File: config.mk
export PLATFORM = sky130hd
export DESIGN_NAME = pipeline_hazard_ctrl_flat
export DESIGN_NICKNAME = d
export VERILOG_FILES = /design/src/rtl/pipeline_hazard_ctrl_if.sv /design/src/rtl/pipeline_hazard_ctrl.sv /design/src/flat_wrapper.sv
export SDC_FILE = /design/constraint.sdc
export NUM_CORES = 1
export LEC_CHECK = 0
export BUFFER_PORTS_ARGS = -buffer_cell sky130_fd_sc_hd__buf_2
export CORE_AREA = 2 2 39 41
export DETAILED_ROUTE_END_ITERATION = 8
export DIE_AREA = 0 0 41 43
export PLACE_DENSITY = 0.69
export SYNTH_ARGS = -nofsm -noshare
export SYNTH_HDL_FRONTEND = slang
export SYNTH_SLANG_ARGS = --single-unit
File: constraint.sdc
create_clock -name CLK -period 1.9 [get_ports CLK]
set_input_delay 0.19 -clock CLK [delete_from_list [all_inputs] [get_ports CLK]]
set_output_delay 0.19 -clock CLK [all_outputs]
set_load 0.01 [all_outputs]
File: src/rtl/pipeline_hazard_ctrl_if.sv
// pipeline_hazard_ctrl_if: bundle between the hazard controller and the datapath.
//   Hazard sources, driven by the datapath:
//     ihit, dhit, dREN_EX_MEM, dWEN_EX_MEM, halt_EX_MEM, memread_ID_EX,
//     Rt_ID_EX, Rs_IF_ID, Rt_IF_ID, branch_taken_EX
//   Pipeline control, driven by the controller:
//     pc_en, enable_*/flush_* for each pipeline register, halted
//     stall_cnt, present only when PIPE_PERF_CNT_EN is defined
// Modports: master = controller side, slave = datapath side.
// Optional feature macro: PIPE_PERF_CNT_EN
interface pipeline_hazard_ctrl_if #(
  parameter int unsigned CNT_W = 32
);
  logic       ihit;
  logic       dhit;
  logic       dREN_EX_MEM;
  logic       dWEN_EX_MEM;
  logic       halt_EX_MEM;
  logic       memread_ID_EX;
  logic [4:0] Rt_ID_EX;
  logic [4:0] Rs_IF_ID;
  logic [4:0] Rt_IF_ID;
  logic       branch_taken_EX;

  logic pc_en;
  logic enable_IF_ID, enable_ID_EX, enable_EX_MEM, enable_MEM_WB;
  logic flush_IF_ID, flush_ID_EX, flush_EX_MEM, flush_MEM_WB;
  logic halted;
`ifdef PIPE_PERF_CNT_EN
  logic [CNT_W-1:0] stall_cnt;
`endif

  // A zero-width counter would not elaborate; reject it early.
  if (CNT_W < 1) begin : g_bad_cnt_w
    $error("CNT_W must be at least 1");
  end

  modport master (
    input  ihit, dhit, dREN_EX_MEM, dWEN_EX_MEM, halt_EX_MEM, memread_ID_EX,
    input  Rt_ID_EX, Rs_IF_ID, Rt_IF_ID, branch_taken_EX,
    output pc_en, enable_IF_ID, enable_ID_EX, enable_EX_MEM, enable_MEM_WB,
    output flush_IF_ID, flush_ID_EX, flush_EX_MEM, flush_MEM_WB,
    output halted
`ifdef PIPE_PERF_CNT_EN
    , output stall_cnt
`endif
  );

  modport slave (
    output ihit, dhit, dREN_EX_MEM, dWEN_EX_MEM, halt_EX_MEM, memread_ID_EX,
    output Rt_ID_EX, Rs_IF_ID, Rt_IF_ID, branch_taken_EX,
    input  pc_en, enable_IF_ID, enable_ID_EX, enable_EX_MEM, enable_MEM_WB,
    input  flush_IF_ID, flush_ID_EX, flush_EX_MEM, flush_MEM_WB,
    input  halted
`ifdef PIPE_PERF_CNT_EN
    , input stall_cnt
`endif
  );
endinterface

File: src/rtl/pipeline_hazard_ctrl.sv
// pipeline_hazard_ctrl: central sequencer for the 5-stage pipeline. Produces the PC write
// enable and the enable/flush pair of every pipeline register from cache handshakes,
// load-use hazards, taken branches and halt. Outputs are combinational from state and
// inputs; only the state (and optional stall counter) is registered.
// Ports:
//   CLK  system clock, rising edge
//   RST  asynchronous active-high reset
//   hz   pipeline_hazard_ctrl_if.master (hazard inputs in, pipeline controls out)
// Optional feature macro: PIPE_PERF_CNT_EN adds hz.stall_cnt, a wrapping count of cycles
// with pc_en=0 while running or data-stalled.
module pipeline_hazard_ctrl #(
  parameter int unsigned CNT_W = 32
) (
  input  logic                          CLK,
  input  logic                          RST,
  pipeline_hazard_ctrl_if.master        hz
);

  typedef enum logic [1:0] {StInit, StRun, StDstall, StHalted} state_e;

  state_e state_q, state_d;

  logic mem_busy;
  logic load_use;

  logic pc_en;
  logic en_if_id, en_id_ex, en_ex_mem, en_mem_wb;
  logic fl_if_id, fl_id_ex, fl_ex_mem, fl_mem_wb;
  logic halted;

  assign mem_busy = (hz.dREN_EX_MEM | hz.dWEN_EX_MEM) & ~hz.dhit;
  // Register 0 is hard-wired, so a load targeting it never creates a dependency.
  assign load_use = hz.memread_ID_EX && (hz.Rt_ID_EX != 5'd0) &&
                    ((hz.Rt_ID_EX == hz.Rs_IF_ID) || (hz.Rt_ID_EX == hz.Rt_IF_ID));

  always_ff @(posedge CLK or posedge RST) begin
    if (RST) begin
      state_q <= StInit;
    end else begin
      state_q <= state_d;
    end
  end

  always_comb begin
    state_d   = state_q;
    pc_en     = 1'b1;
    en_if_id  = 1'b1;
    en_id_ex  = 1'b1;
    en_ex_mem = 1'b1;
    en_mem_wb = 1'b1;
    fl_if_id  = 1'b0;
    fl_id_ex  = 1'b0;
    fl_ex_mem = 1'b0;
    fl_mem_wb = 1'b0;
    halted    = 1'b0;

    case (state_q)
      StInit: begin
        pc_en     = 1'b0;
        en_if_id  = 1'b0;
        en_id_ex  = 1'b0;
        en_ex_mem = 1'b0;
        en_mem_wb = 1'b0;
        fl_if_id  = 1'b1;
        fl_id_ex  = 1'b1;
        fl_ex_mem = 1'b1;
        fl_mem_wb = 1'b1;
        state_d   = StRun;
      end

      StRun, StDstall: begin
        if ((state_q == StRun) && hz.halt_EX_MEM) begin
          // Let older instructions retire through WB, squash everything younger.
          pc_en     = 1'b0;
          fl_if_id  = 1'b1;
          fl_id_ex  = 1'b1;
          fl_ex_mem = 1'b1;
          state_d   = StHalted;
        end else if (((state_q == StRun) && mem_busy) ||
                     ((state_q == StDstall) && !hz.dhit)) begin
          // Freeze everything up to EX/MEM, bubble into WB.
          pc_en     = 1'b0;
          en_if_id  = 1'b0;
          en_id_ex  = 1'b0;
          en_ex_mem = 1'b0;
          fl_mem_wb = 1'b1;
          state_d   = StDstall;
        end else begin
          state_d = StRun;
          if (hz.branch_taken_EX) begin
            fl_if_id = 1'b1;
            fl_id_ex = 1'b1;
          end else if (load_use) begin
            pc_en    = 1'b0;
            en_if_id = 1'b0;
            fl_id_ex = 1'b1;
          end else if (!hz.ihit) begin
            pc_en    = 1'b0;
            fl_if_id = 1'b1;
          end
        end
      end

      StHalted: begin
        pc_en     = 1'b0;
        en_if_id  = 1'b0;
        en_id_ex  = 1'b0;
        en_ex_mem = 1'b0;
        en_mem_wb = 1'b0;
        halted    = 1'b1;
      end

      default: begin
        state_d = StInit;
      end
    endcase
  end

  assign hz.pc_en         = pc_en;
  assign hz.enable_IF_ID  = en_if_id;
  assign hz.enable_ID_EX  = en_id_ex;
  assign hz.enable_EX_MEM = en_ex_mem;
  assign hz.enable_MEM_WB = en_mem_wb;
  assign hz.flush_IF_ID   = fl_if_id;
  assign hz.flush_ID_EX   = fl_id_ex;
  assign hz.flush_EX_MEM  = fl_ex_mem;
  assign hz.flush_MEM_WB  = fl_mem_wb;
  assign hz.halted        = halted;

`ifdef PIPE_PERF_CNT_EN
  logic [CNT_W-1:0] stall_cnt_q;
  logic             stall_cnt_en;

  assign stall_cnt_en = ~pc_en & ((state_q == StRun) | (state_q == StDstall));

  always_ff @(posedge CLK or posedge RST) begin
    if (RST) begin
      stall_cnt_q <= '0;
    end else if (stall_cnt_en) begin
      stall_cnt_q <= stall_cnt_q + CNT_W'(1);
    end
  end

  assign hz.stall_cnt = stall_cnt_q;
`else
  if (CNT_W < 1) begin : g_bad_cnt_w
    $error("CNT_W must be at least 1");
  end
`endif

endmodule

File: src/flat_wrapper.sv
// flat-port wrapper written by rule: the top's interface ports become plain ports
module pipeline_hazard_ctrl_flat 
#(
  parameter int unsigned CNT_W = 32
)
  (CLK, RST, hz_ihit, hz_dhit, hz_dREN_EX_MEM, hz_dWEN_EX_MEM, hz_halt_EX_MEM, hz_memread_ID_EX, hz_Rt_ID_EX, hz_Rs_IF_ID, hz_Rt_IF_ID, hz_branch_taken_EX, hz_pc_en, hz_enable_IF_ID, hz_enable_ID_EX, hz_enable_EX_MEM, hz_enable_MEM_WB, hz_flush_IF_ID, hz_flush_ID_EX, hz_flush_EX_MEM, hz_flush_MEM_WB, hz_halted);
  pipeline_hazard_ctrl_if #(.CNT_W(CNT_W)) hz_i ();
  input  logic CLK;
  input  logic RST;
  input wire logic [$bits(hz_i.ihit)-1:0] hz_ihit;
  input wire logic [$bits(hz_i.dhit)-1:0] hz_dhit;
  input wire logic [$bits(hz_i.dREN_EX_MEM)-1:0] hz_dREN_EX_MEM;
  input wire logic [$bits(hz_i.dWEN_EX_MEM)-1:0] hz_dWEN_EX_MEM;
  input wire logic [$bits(hz_i.halt_EX_MEM)-1:0] hz_halt_EX_MEM;
  input wire logic [$bits(hz_i.memread_ID_EX)-1:0] hz_memread_ID_EX;
  input wire logic [$bits(hz_i.Rt_ID_EX)-1:0] hz_Rt_ID_EX;
  input wire logic [$bits(hz_i.Rs_IF_ID)-1:0] hz_Rs_IF_ID;
  input wire logic [$bits(hz_i.Rt_IF_ID)-1:0] hz_Rt_IF_ID;
  input wire logic [$bits(hz_i.branch_taken_EX)-1:0] hz_branch_taken_EX;
  output wire logic [$bits(hz_i.pc_en)-1:0] hz_pc_en;
  output wire logic [$bits(hz_i.enable_IF_ID)-1:0] hz_enable_IF_ID;
  output wire logic [$bits(hz_i.enable_ID_EX)-1:0] hz_enable_ID_EX;
  output wire logic [$bits(hz_i.enable_EX_MEM)-1:0] hz_enable_EX_MEM;
  output wire logic [$bits(hz_i.enable_MEM_WB)-1:0] hz_enable_MEM_WB;
  output wire logic [$bits(hz_i.flush_IF_ID)-1:0] hz_flush_IF_ID;
  output wire logic [$bits(hz_i.flush_ID_EX)-1:0] hz_flush_ID_EX;
  output wire logic [$bits(hz_i.flush_EX_MEM)-1:0] hz_flush_EX_MEM;
  output wire logic [$bits(hz_i.flush_MEM_WB)-1:0] hz_flush_MEM_WB;
  output wire logic [$bits(hz_i.halted)-1:0] hz_halted;
  assign hz_i.ihit = hz_ihit;
  assign hz_i.dhit = hz_dhit;
  assign hz_i.dREN_EX_MEM = hz_dREN_EX_MEM;
  assign hz_i.dWEN_EX_MEM = hz_dWEN_EX_MEM;
  assign hz_i.halt_EX_MEM = hz_halt_EX_MEM;
  assign hz_i.memread_ID_EX = hz_memread_ID_EX;
  assign hz_i.Rt_ID_EX = hz_Rt_ID_EX;
  assign hz_i.Rs_IF_ID = hz_Rs_IF_ID;
  assign hz_i.Rt_IF_ID = hz_Rt_IF_ID;
  assign hz_i.branch_taken_EX = hz_branch_taken_EX;
  assign hz_pc_en = hz_i.pc_en;
  assign hz_enable_IF_ID = hz_i.enable_IF_ID;
  assign hz_enable_ID_EX = hz_i.enable_ID_EX;
  assign hz_enable_EX_MEM = hz_i.enable_EX_MEM;
  assign hz_enable_MEM_WB = hz_i.enable_MEM_WB;
  assign hz_flush_IF_ID = hz_i.flush_IF_ID;
  assign hz_flush_ID_EX = hz_i.flush_ID_EX;
  assign hz_flush_EX_MEM = hz_i.flush_EX_MEM;
  assign hz_flush_MEM_WB = hz_i.flush_MEM_WB;
  assign hz_halted = hz_i.halted;
  pipeline_hazard_ctrl #(.CNT_W(CNT_W)) u_core (.CLK(CLK), .RST(RST), .hz(hz_i));
endmodule
==> metrics.txt, run 1 <==
R2R setup slack 0.43 ns; PwrDens 285 nW/µm²; synthesized flop and latch total 2; final worst slack -0.0204 ns; Die Width 41 µm; Crit Reg-Reg Startpoint u_core.state_q[1]$_DFFE_PP0P_; syn_nets 88; Mapped Cells 59; Worst-Skew Late Latency 0.23 ns; initial antenna violation count 0; worst hold slack 0.370 ns; htree depth 1; Finished Layout Cells 114; Vias 535; clock sink total 2; Max Freq 521 MHz; Seq/Total Area, Yosys 11.6%; 1st-iter DRT viols 4; top flop regs u_core.state_q (2); Largest register FFs 2; WL final 1280 µm; final count of hold timing violations 0; GP Congestion 0.782; FF-to-FF path depth 8; # placed instances 107; synth-to-layout area growth 67.7%; die area 1760 µm²; Sw Share 26.8%; Synth Cell Area 430 µm²; Port Buffers 33; Critical Path RT 1.71 ns; Final Cycle Share 101%; drt drc 0; Int Power 151 µW; DR pass1 iterations 4; failing checks setup timing; CTS root buf clkbuf_4; final net count 129; CTS tree built; first-pass GRT wire length 1880 µm; Hold Path Class input port to async pin; P_sw 55.1 µW; setup TNS -0.0204 ns; Max FO, Critical Path 4; # diodes 0; Ys Warns 0; vias in the first global route 503; overall routing resource usage 15.2%; max_slew headroom 79.8%; Worst EP arrival 1.73 ns; Core Util, Final 52.2%; placed wire-length estimate 962 µm; r2r endpoint u_core.state_q[0]$_DFFE_PP0P_; Via density 4.69; Sequential Power Share 20.8%; Critical Path Source Type register; Max-cap violations 0; skew final 0.00700 ns; std cell rows 14; DRT antenna net count 0; Ports 34; crit end category output pin; path type of the worst setup path register to output pin; Top reg by flops u_core.state_q; GRT overflow 0; Synth cell types 26; Clock transition at path regs 0.03 ns; post-synthesis area per instance 7.30 µm²; Die Y 43 µm; largest net degree at the start of global routing 10; Setup Viol. Count Final 1; Slew @ Worst Pin 0.302 ns; status finished, violations left; share of layout cells above drive strength 1 55.1%; Period minus WS final 1.92 ns; Leak 0.359 nW; core area 1380 µm²; Setup crit end hz_flush_ID_EX; WL/cell 11.2 µm; RSZ-0062 raised after global routing true; Worst Setup SP u_core.state_q[0]$_DFFE_PP0P_; logic gate share of total power 32.6%; Final Max Tran Viols 0; clock buffer depth 2; power share of the clock group 46.5%; Initial Util 31.1%; Worst VDD drop 0.287 mV; TritonCTS Buffers 3
[through the flow]
step / cell area (µm²) / worst slack, ns / total power, mW
after global placement: 612 / 0.164 / 0.106
after CTS: 671 / -0.000751 / 0.208
final: 722 / -0.0204 / 0.206
after floorplan: 430 / 0.124 / 0.0732
after global routing: 722 / -0.0889 / 0.222
after detailed placement: 612 / 0.0841 / 0.108
[power by group through the flow]
stage               Sequential [mW]  Combinational [mW]  Clock, mW
floorplan                    0.0434              0.0298          0
CTS                          0.0429              0.0662     0.0990
global placement             0.0434              0.0629          0
detailed placement           0.0434              0.0642          0
finish                       0.0429              0.0672     0.0958
global route                 0.0429              0.0749      0.104
[cells in the mapped netlist, drive strengths merged]
master | n | area share (%)
o22ai | 1 | 1.5
o21ai | 2 | 2.3
a21oi | 5 | 5.8
mux2 | 1 | 2.6
a311o | 1 | 2.3
a311oi | 1 | 2.0
nand2 | 6 | 5.8
or4 | 1 | 1.7
nand2b | 1 | 1.5
inv | 6 | 5.2
xnor2 | 10 | 20
a31oi | 1 | 1.5
buf | 1 | 1.7
nor2 | 4 | 3.5
nand3 | 3 | 3.5
nor2b | 1 | 1.5
clkbuf | 1 | 0.87
dfrtp | 2 | 12
o21a | 2 | 3.5
a41o | 1 | 2.3
o21bai | 1 | 1.7
nor3 | 1 | 1.2
and3 | 1 | 1.5
ha | 5 | 15
[metal layers]
layer | GRT usage (%) | up-vias | routed length (µm)
li1 | - | 280 | -
met1 | 16.7 | 240 | 508
met2 | 26.6 | 15 | 717
met3 | 3.14 | 0 | 55
met4 | 5.33 | 0 | 0
met5 | 0 | - | 0
[worst min path at each step]
stage / startpoint / to / slack, ns / depth (start not counted)
6_report: RST / u_core.state_q[0]$_DFFE_PP0P_ / 0.37 / 3
5_1_grt: RST / u_core.state_q[0]$_DFFE_PP0P_ / 0.39 / 3
4_1_cts: RST / u_core.state_q[0]$_DFFE_PP0P_ / 0.35 / 3
3_5_place_dp: RST / u_core.state_q[0]$_DFFE_PP0P_ / 0.04 / 2
3_3_place_gp: RST / u_core.state_q[0]$_DFFE_PP0P_ / 0.04 / 2
2_1_floorplan: RST / u_core.state_q[0]$_DFFE_PP0P_ / -0.07 / 1
[area by class of cell]
cell class	count	area, µm²
inverter	6	22.5
sequential	2	51.3
multi-input combinational	49	400
timing repair buffer	38	205
clock buffer	3	22.5
fill	130	662
tap	16	20.0
[layout by cell type, fill, tap and decap left out, types with 2 or more instances in the layout]
cell type and instances:
a21oi_2 2, buf_2 33, a21oi_1 3, inv_1 3, inv_2 3, nand2_2 2, ha_1 2, nand2_1 4
clkbuf_4 3, xnor2_1 10, o21a_1 2, ha_4 3, nand3_1 3, nor2_1 4, buf_4 4
[cells by family after synthesis]
kind of cell    after synthesis  synth area share [%]
compound gates               15                  23.0
flops                         2                  11.6
simple gates                 18                  20.1
buf+inv                       8                  7.85
xor+xnor                     10                  20.3
fa+ha+maj                     5                  14.5
mux                           1                  2.62
[worst max-delay path, cell delays in order, from the launching register on]
cell and delay (ns):
dfrtp_2 0.43, ha_4 0.18, o21a_1 0.11, o21ai_2 0.19, nand2_2 0.10, inv_2 0.07, nor2_1 0.04, a311oi_1 0.20
buf_2 0.17
[repair_timing]
| action | 4_1_cts | 5_1_grt |
|---|---|---|
| pin swaps | 2 | 3 |
| resized for setup | 5 | 10 |
| hold buffers | 1 | 0 |
| endpoints found under the hold margin | 2 | 0 |
| endpoints found under the setup margin | 2 | 3 |
| buffers inserted | 2 | 1 |
Power figures use the tool's default switching activity.
==> run 2, diff against run 1 <==
==> constraint.sdc (replaced) <==
create_clock -name CLK -period 1.9 [get_ports CLK]
set_input_delay 0.095 -clock CLK [delete_from_list [all_inputs] [get_ports CLK]]
set_output_delay 0.095 -clock CLK [all_outputs]
set_load 0.01 [all_outputs]
==> run 2 against run 1 <==
Effect of this change:
- the run now ends clean
- worst setup slack gained 0.093 ns
- die area did not move
- count of clock-buffer cells in the layout unchanged
- fmax is 5.1% higher
- global-route usage down 0.70 points
- final cell count decreased by 1.8%
- worst hold slack worse by 0.097 ns
- non-clock buffer count down 2
- via count increased by 1.3%
- critical path depth unchanged
==> metrics.txt, run 2 (synthesis results as in run 1) <==
status finished, final reports clean; final worst slack 0.0725 ns (+0.0929 ns); GRT overflow 0 (unchanged); die area 1760 µm² (unchanged); skew final 0.00293 ns (-0.00407 ns); setup TNS 0 ns (+0.0204 ns); crit end category output pin; final net count 127 (-1.6%); clock sink total 2 (unchanged); pre-CTS WS 0.130 ns (+0.0456 ns); core area 1380 µm² (unchanged); Worst EP arrival 1.73 ns (about the same); DR pass1 iterations 3 (-1); first-pass GRT wire length 1790 µm (-4.7%); Final Cycle Share 96.2% (-4.9 points); Period minus WS final 1.83 ns (-0.0929 ns); WL final 1200 µm (-6.6%); Critical Path Source Type register; Port Buffers 33 (unchanged); overall routing resource usage 14.5% (-0.70 points); Die Width 41 µm (unchanged); synth-to-layout area growth 57.6%; power share of the clock group 45.6% (-0.9 points); Core Util, Final 49.0% (-3.2 points); Sw Share 25.3% (-1.5 points); logic gate share of total power 33.0% (+0.4 points); GP Congestion 0.764 (-2.4%); Hold Path Class input port to async pin; vias in the first global route 504 (+0.20%); Slew @ Worst Pin 0.291 ns (-0.0110 ns); CTS tree built; Ports 34 (unchanged); Max Freq 547 MHz (+5.1%); Clock transition at path regs 0.03 ns (about the same); placed wire-length estimate 982 µm (+2.2%); Max-cap violations 0 (unchanged); initial antenna violation count 0 (unchanged); Int Power 150 µW (-0.22%); Worst-Skew Late Latency 0.22 ns (about the same); post-placement cell area 604 µm² (-1.2%); clock buffer depth 2 (unchanged); max_slew headroom 80.6% (+0.73 points); drt drc 0 (unchanged); Worst VDD drop 0.288 mV (+0.60%); Critical Path RT 1.80 ns (+0.09 ns); Sequential Power Share 21.3% (+0.5 points); Max FO, Critical Path 4 (unchanged); Largest register FFs 2 (unchanged); PwrDens 297 nW/µm² (+4.2%); top routing layer used met4; most frequent cells in the layout 33 x buf_2, 10 x xnor2_1, 5 x inv_1; Via density 4.84 (+3.1%); routed metal-1 wirelength 483 µm (-4.9%); Vias 542 (+1.3%); WL/cell 10.7 µm (-4.9%); most common cell after layout, fill and taps aside buf_2; TritonCTS Buffers 3 (unchanged); DRT antenna net count 0 (unchanged); std cell rows 14 (unchanged); Final Max Tran Viols 0 (unchanged); largest net degree at the start of global routing 10 (unchanged); wire length on met2 634 µm (-12%); top flop regs u_core.state_q (2); design area 678 µm² (-6.1%); Die Y 43 µm (unchanged); Leak 0.352 nW (-1.8%); share of layout cells above drive strength 1 49.0% (-6.1 points); final count of hold timing violations 0 (unchanged); Setup Viol. Count Final 0 (-1); path type of the worst setup path register to output pin; Top reg by flops u_core.state_q; htree depth 1 (unchanged); met3 wire length 51 µm (-7.3%); P_sw 51.0 µW (-7.5%); Initial Util 31.1% (unchanged); CTS root buf clkbuf_4; 1st-iter DRT viols 8 (+4); # diodes 0 (unchanged)
-- run 2: cell types whose count changed in the layout (fill, tap and decap cells not counted), sizes merged --
cell / change
buf: -2
-- run 2: cell type report --
type / count / area, µm²
clock buffer: 3 / 22.5
fill: 149 / 706
inverter: 6 / 22.5
multi-input combinational: 49 / 372
sequential: 2 / 51.3
tap: 16 / 20.0
timing repair buffer: 36 / 190
-- run 2: worst max-delay path: stages, from the launching register on --
cell and delay, ns:
dfrtp_1 0.36, buf_4 0.15, ha_1 0.19, o21ai_2 0.18, nand2_2 0.09, inv_2 0.09
nor2_1 0.04, a311oi_1 0.23, buf_2 0.17
-- run 2: power groups by stage --
stage | registers (mW) | logic [mW] | clock network, mW
after floorplan | 0.0434 | 0.0298 | 0
after global placement | 0.0434 | 0.0630 | 0
after detailed placement | 0.0434 | 0.0642 | 0
after global routing | 0.0429 | 0.0738 | 0.102
after CTS | 0.0429 | 0.0660 | 0.0973
final | 0.0429 | 0.0666 | 0.0920
-- run 2: worst paths after layout --
kind	start	endpoint	slack, ns	cells past startpoint
hold / removal	RST	u_core.state_q[1]$_DFFE_PP0P_	0.27	3
min in group CLK	hz_dhit	u_core.state_q[1]$_DFFE_PP0P_	0.41	4
max in group asynchronous	RST	u_core.state_q[0]$_DFFE_PP0P_	1.50	3
setup reg to reg	u_core.state_q[0]$_DFFE_PP0P_	u_core.state_q[0]$_DFFE_PP0P_	0.53	6
hold reg to reg	u_core.state_q[1]$_DFFE_PP0P_	u_core.state_q[1]$_DFFE_PP0P_	0.59	3
setup / recovery	u_core.state_q[1]$_DFFE_PP0P_	hz_flush_ID_EX	0.07	8
-- run 2: metrics by stage --
| step | hold slack [ns] | cells | power, mW |
|---|---|---|---|
| 2_1_floorplan | -0.164 | 59 | 0.0732 |
| 3_3_place_gp | -0.0562 | 106 | 0.106 |
| 3_5_place_dp | -0.0536 | 106 | 0.108 |
| 4_1_cts | 0.256 | 111 | 0.206 |
| 5_1_grt | 0.294 | 112 | 0.219 |
| 6_report | 0.273 | 112 | 0.201 |
-- run 2: timing repair --
action / 4_1_cts / 5_1_grt
setup endpoints to repair: 2 / 2
gates resized for setup: 2 / 6
gates cloned: 0 / 0
endpoints found under the hold margin: 2 / 0
hold buffers: 1 / 0
setup buffers: 1 / 1
-- run 2: per-layer routing --
metal	GRT usage, %	vias up
li1	-	277
met1	14.8	245
met2	25.9	16
met3	1.05	4
met4	8.67	0
met5	0	-
==> run 3, diff against run 2 <==
--- a/config.mk
+++ b/config.mk
@@ -7,9 +7,11 @@
 export LEC_CHECK = 0
 export BUFFER_PORTS_ARGS = -buffer_cell sky130_fd_sc_hd__buf_2
 export CORE_AREA = 2 2 39 41
+export CTS_BUF_LIST = sky130_fd_sc_hd__clkbuf_8 sky130_fd_sc_hd__clkbuf_16
 export DETAILED_ROUTE_END_ITERATION = 8
 export DIE_AREA = 0 0 41 43
 export PLACE_DENSITY = 0.69
+export RECOVER_POWER = 25
 export SYNTH_ARGS = -nofsm -noshare
 export SYNTH_HDL_FRONTEND = slang
 export SYNTH_SLANG_ARGS = --single-unit
==> run 3 against run 2 <==
Effect of this change:
- worst setup slack improved by 0.010 ns
- critical endpoint unchanged
- routed wire length barely moved
- sequential share of layout area fell by 0.18 points
- design area rose by 2.4%
- non-clock buffer count did not move
- flip-flop and latch count did not move
- utilization rose by 1.2 points
- clock power rose by 78%
- worst hold slack improved by 0.016 ns
- largest power group unchanged
- global-route usage rose by 0.40 points
- clock skew fell by 0.0011 ns
- combinational power barely moved
==> metrics.txt, run 3 (synthesis results as in run 1) <==
# diodes 0 (unchanged); Critical Path RT 1.80 ns (about the same); Initial Util 31.1% (unchanged); CTS tree built; die area 1760 µm² (unchanged); Period minus WS final 1.82 ns (-0.00998 ns); slowest stage delay, CP 0.36 ns (about the same); path type of the worst setup path register to output pin; core area 1380 µm² (unchanged); Via density 4.75 (-1.8%); max_slew headroom 80.2% (-0.33 points); Slew @ Worst Pin 0.296 ns (+0.00499 ns); initial antenna violation count 0 (unchanged); Max FO, Critical Path 4 (unchanged); fill count 147 (-1.3%); worst hold slack 0.289 ns (+0.0158 ns); Max Freq 550 MHz (+0.55%); skew final 0.00181 ns (-0.00112 ns); Leak 0.359 nW (+2.1%); Critical Path Source Type register; setup TNS 0 ns (unchanged); FF-to-FF path depth 6 (unchanged); htree depth 1 (unchanged); TritonCTS Buffers 3 (unchanged); crit end category output pin; overall routing resource usage 14.9% (+0.40 points); GP Congestion 0.764 (unchanged); area of the multi-input gates 369 µm² (-0.67%); Hold Path Class input port to async pin; GRT overflow 0 (unchanged); vias in the first global route 507 (+0.60%); Storage cell area 51.3 µm² (unchanged); Ports 34 (unchanged); std cell rows 14 (unchanged); synth-to-layout area growth 61.3%; 1st-iter DRT viols 11 (+3); Core Util, Final 50.2% (+1.2 points); final count of hold timing violations 0 (unchanged); largest net degree at the start of global routing 10 (unchanged); Worst-Skew Late Latency 0.21 ns (about the same); top flop regs u_core.state_q (2); R2R setup slack 0.55 ns (+0.02 ns); CTS root buf clkbuf_8; status finished, final reports clean; Port Buffers 33 (unchanged); final net count 127 (unchanged); WL final 1200 µm (about the same); drt drc 0 (unchanged); Final Max Tran Viols 0 (unchanged); Worst VDD drop 0.467 mV (+62%); placed wire-length estimate 982 µm (unchanged); first-pass GRT wire length 1810 µm (+1.5%); Vias 532 (-1.8%); Worst EP arrival 1.72 ns (about the same); Largest register FFs 2 (unchanged); Setup Viol. Count Final 0 (unchanged); clock buffer depth 2 (unchanged); Die Width 41 µm (unchanged); WL/cell 10.7 µm (about the same); most frequent cells in the layout 33 x buf_2, 10 x xnor2_1, 5 x nand2_1, 5 x inv_1; DRT antenna net count 0 (unchanged); Top reg by flops u_core.state_q; Final Cycle Share 95.7% (-0.53 points); Clock transition at path regs 0.03 ns (about the same); r2r endpoint u_core.state_q[0]$_DFFE_PP0P_; PwrDens 394 nW/µm² (+33%); clock sink total 2 (unchanged); Die Y 43 µm (unchanged); CP cell instances buf_4 -> ha_1 -> o21ai_2 -> nand2_1 -> inv_2 -> nor2_1 -> a311oi_1 -> buf_2; Max-cap violations 0 (unchanged); DR pass1 iterations 4 (+1); slowest CP cell dfrtp_1; share of layout cells above drive strength 1 47.9% (-1.0 points); Crit Reg-Reg Startpoint u_core.state_q[0]$_DFFE_PP0P_; most common cell after layout, fill and taps aside buf_2
==> run 3: layout make-up <==
type,instances,area share (%)
Sequential cell,2,7.39
Timing Repair Buffer,36,27.4
Inverter,6,3.24
Tap cell,16,2.88
Multi-Input combinational cell,49,53.2
Clock buffer,3,5.95
==> run 3: power breakdown <==
part	internal [mW]	leakage (nW)	switching, mW	total (mW)
logic	0.0380	0.321	0.0286	0.0666
clock network	0.134	0.0216	0.0302	0.164
registers	0.0430	0.0172	0	0.0430
==> run 3: worst max path at each step <==
stage | startpoint | to | slack (ns) | cells past startpoint
after floorplan | u_core.state_q[1]$_DFFE_PP0P_ | hz_flush_ID_EX | 0.22 | 8
after global placement | u_core.state_q[1]$_DFFE_PP0P_ | hz_flush_ID_EX | 0.24 | 9
after detailed placement | u_core.state_q[1]$_DFFE_PP0P_ | hz_flush_ID_EX | 0.13 | 9
after CTS | u_core.state_q[0]$_DFFE_PP0P_ | hz_flush_ID_EX | 0.000005 | 8
after global routing | u_core.state_q[1]$_DFFE_PP0P_ | hz_pc_en | -0.02 | 7
final | u_core.state_q[1]$_DFFE_PP0P_ | hz_flush_ID_EX | 0.08 | 8
==> run 3: critical path, delay by kind of cell (launching register included) <==
kind                     cells  cell delay (ns)
buffers and inverters        3             0.41
AO/OA/AOI/OAI                2             0.40
flip-flops                   1             0.36
adder cells (fa/ha/maj)      1             0.19
AND/OR/NAND/NOR              2             0.15
==> run 3: repair_timing <==
| action | CTS | global route |
|---|---|---|
| buffers inserted | 1 | 1 |
| setup endpoints to repair | 2 | 2 |
| resized for setup | 1 | 6 |
| endpoints found under the hold margin | 2 | 0 |
| hold buffers | 1 | 0 |
==> run 3: through the flow <==
| step | power [mW] | cells | cell area (µm²) | setup slack, ns |
|---|---|---|---|---|
| floorplan | 0.0732 | 59 | 430 | 0.219 |
| global placement | 0.106 | 106 | 604 | 0.235 |
| detailed placement | 0.108 | 106 | 604 | 0.130 |
| CTS | 0.278 | 111 | 666 | 0.00000466 |
| global route | 0.295 | 112 | 694 | -0.0224 |
| finish | 0.273 | 112 | 694 | 0.0824 |
==> run 3: routing by layer <==
layer,global-route usage (%),routed length [µm]
met5,0,0
met3,2.62,48
met4,8.67,12
met1,15.1,498
met2,25.9,638
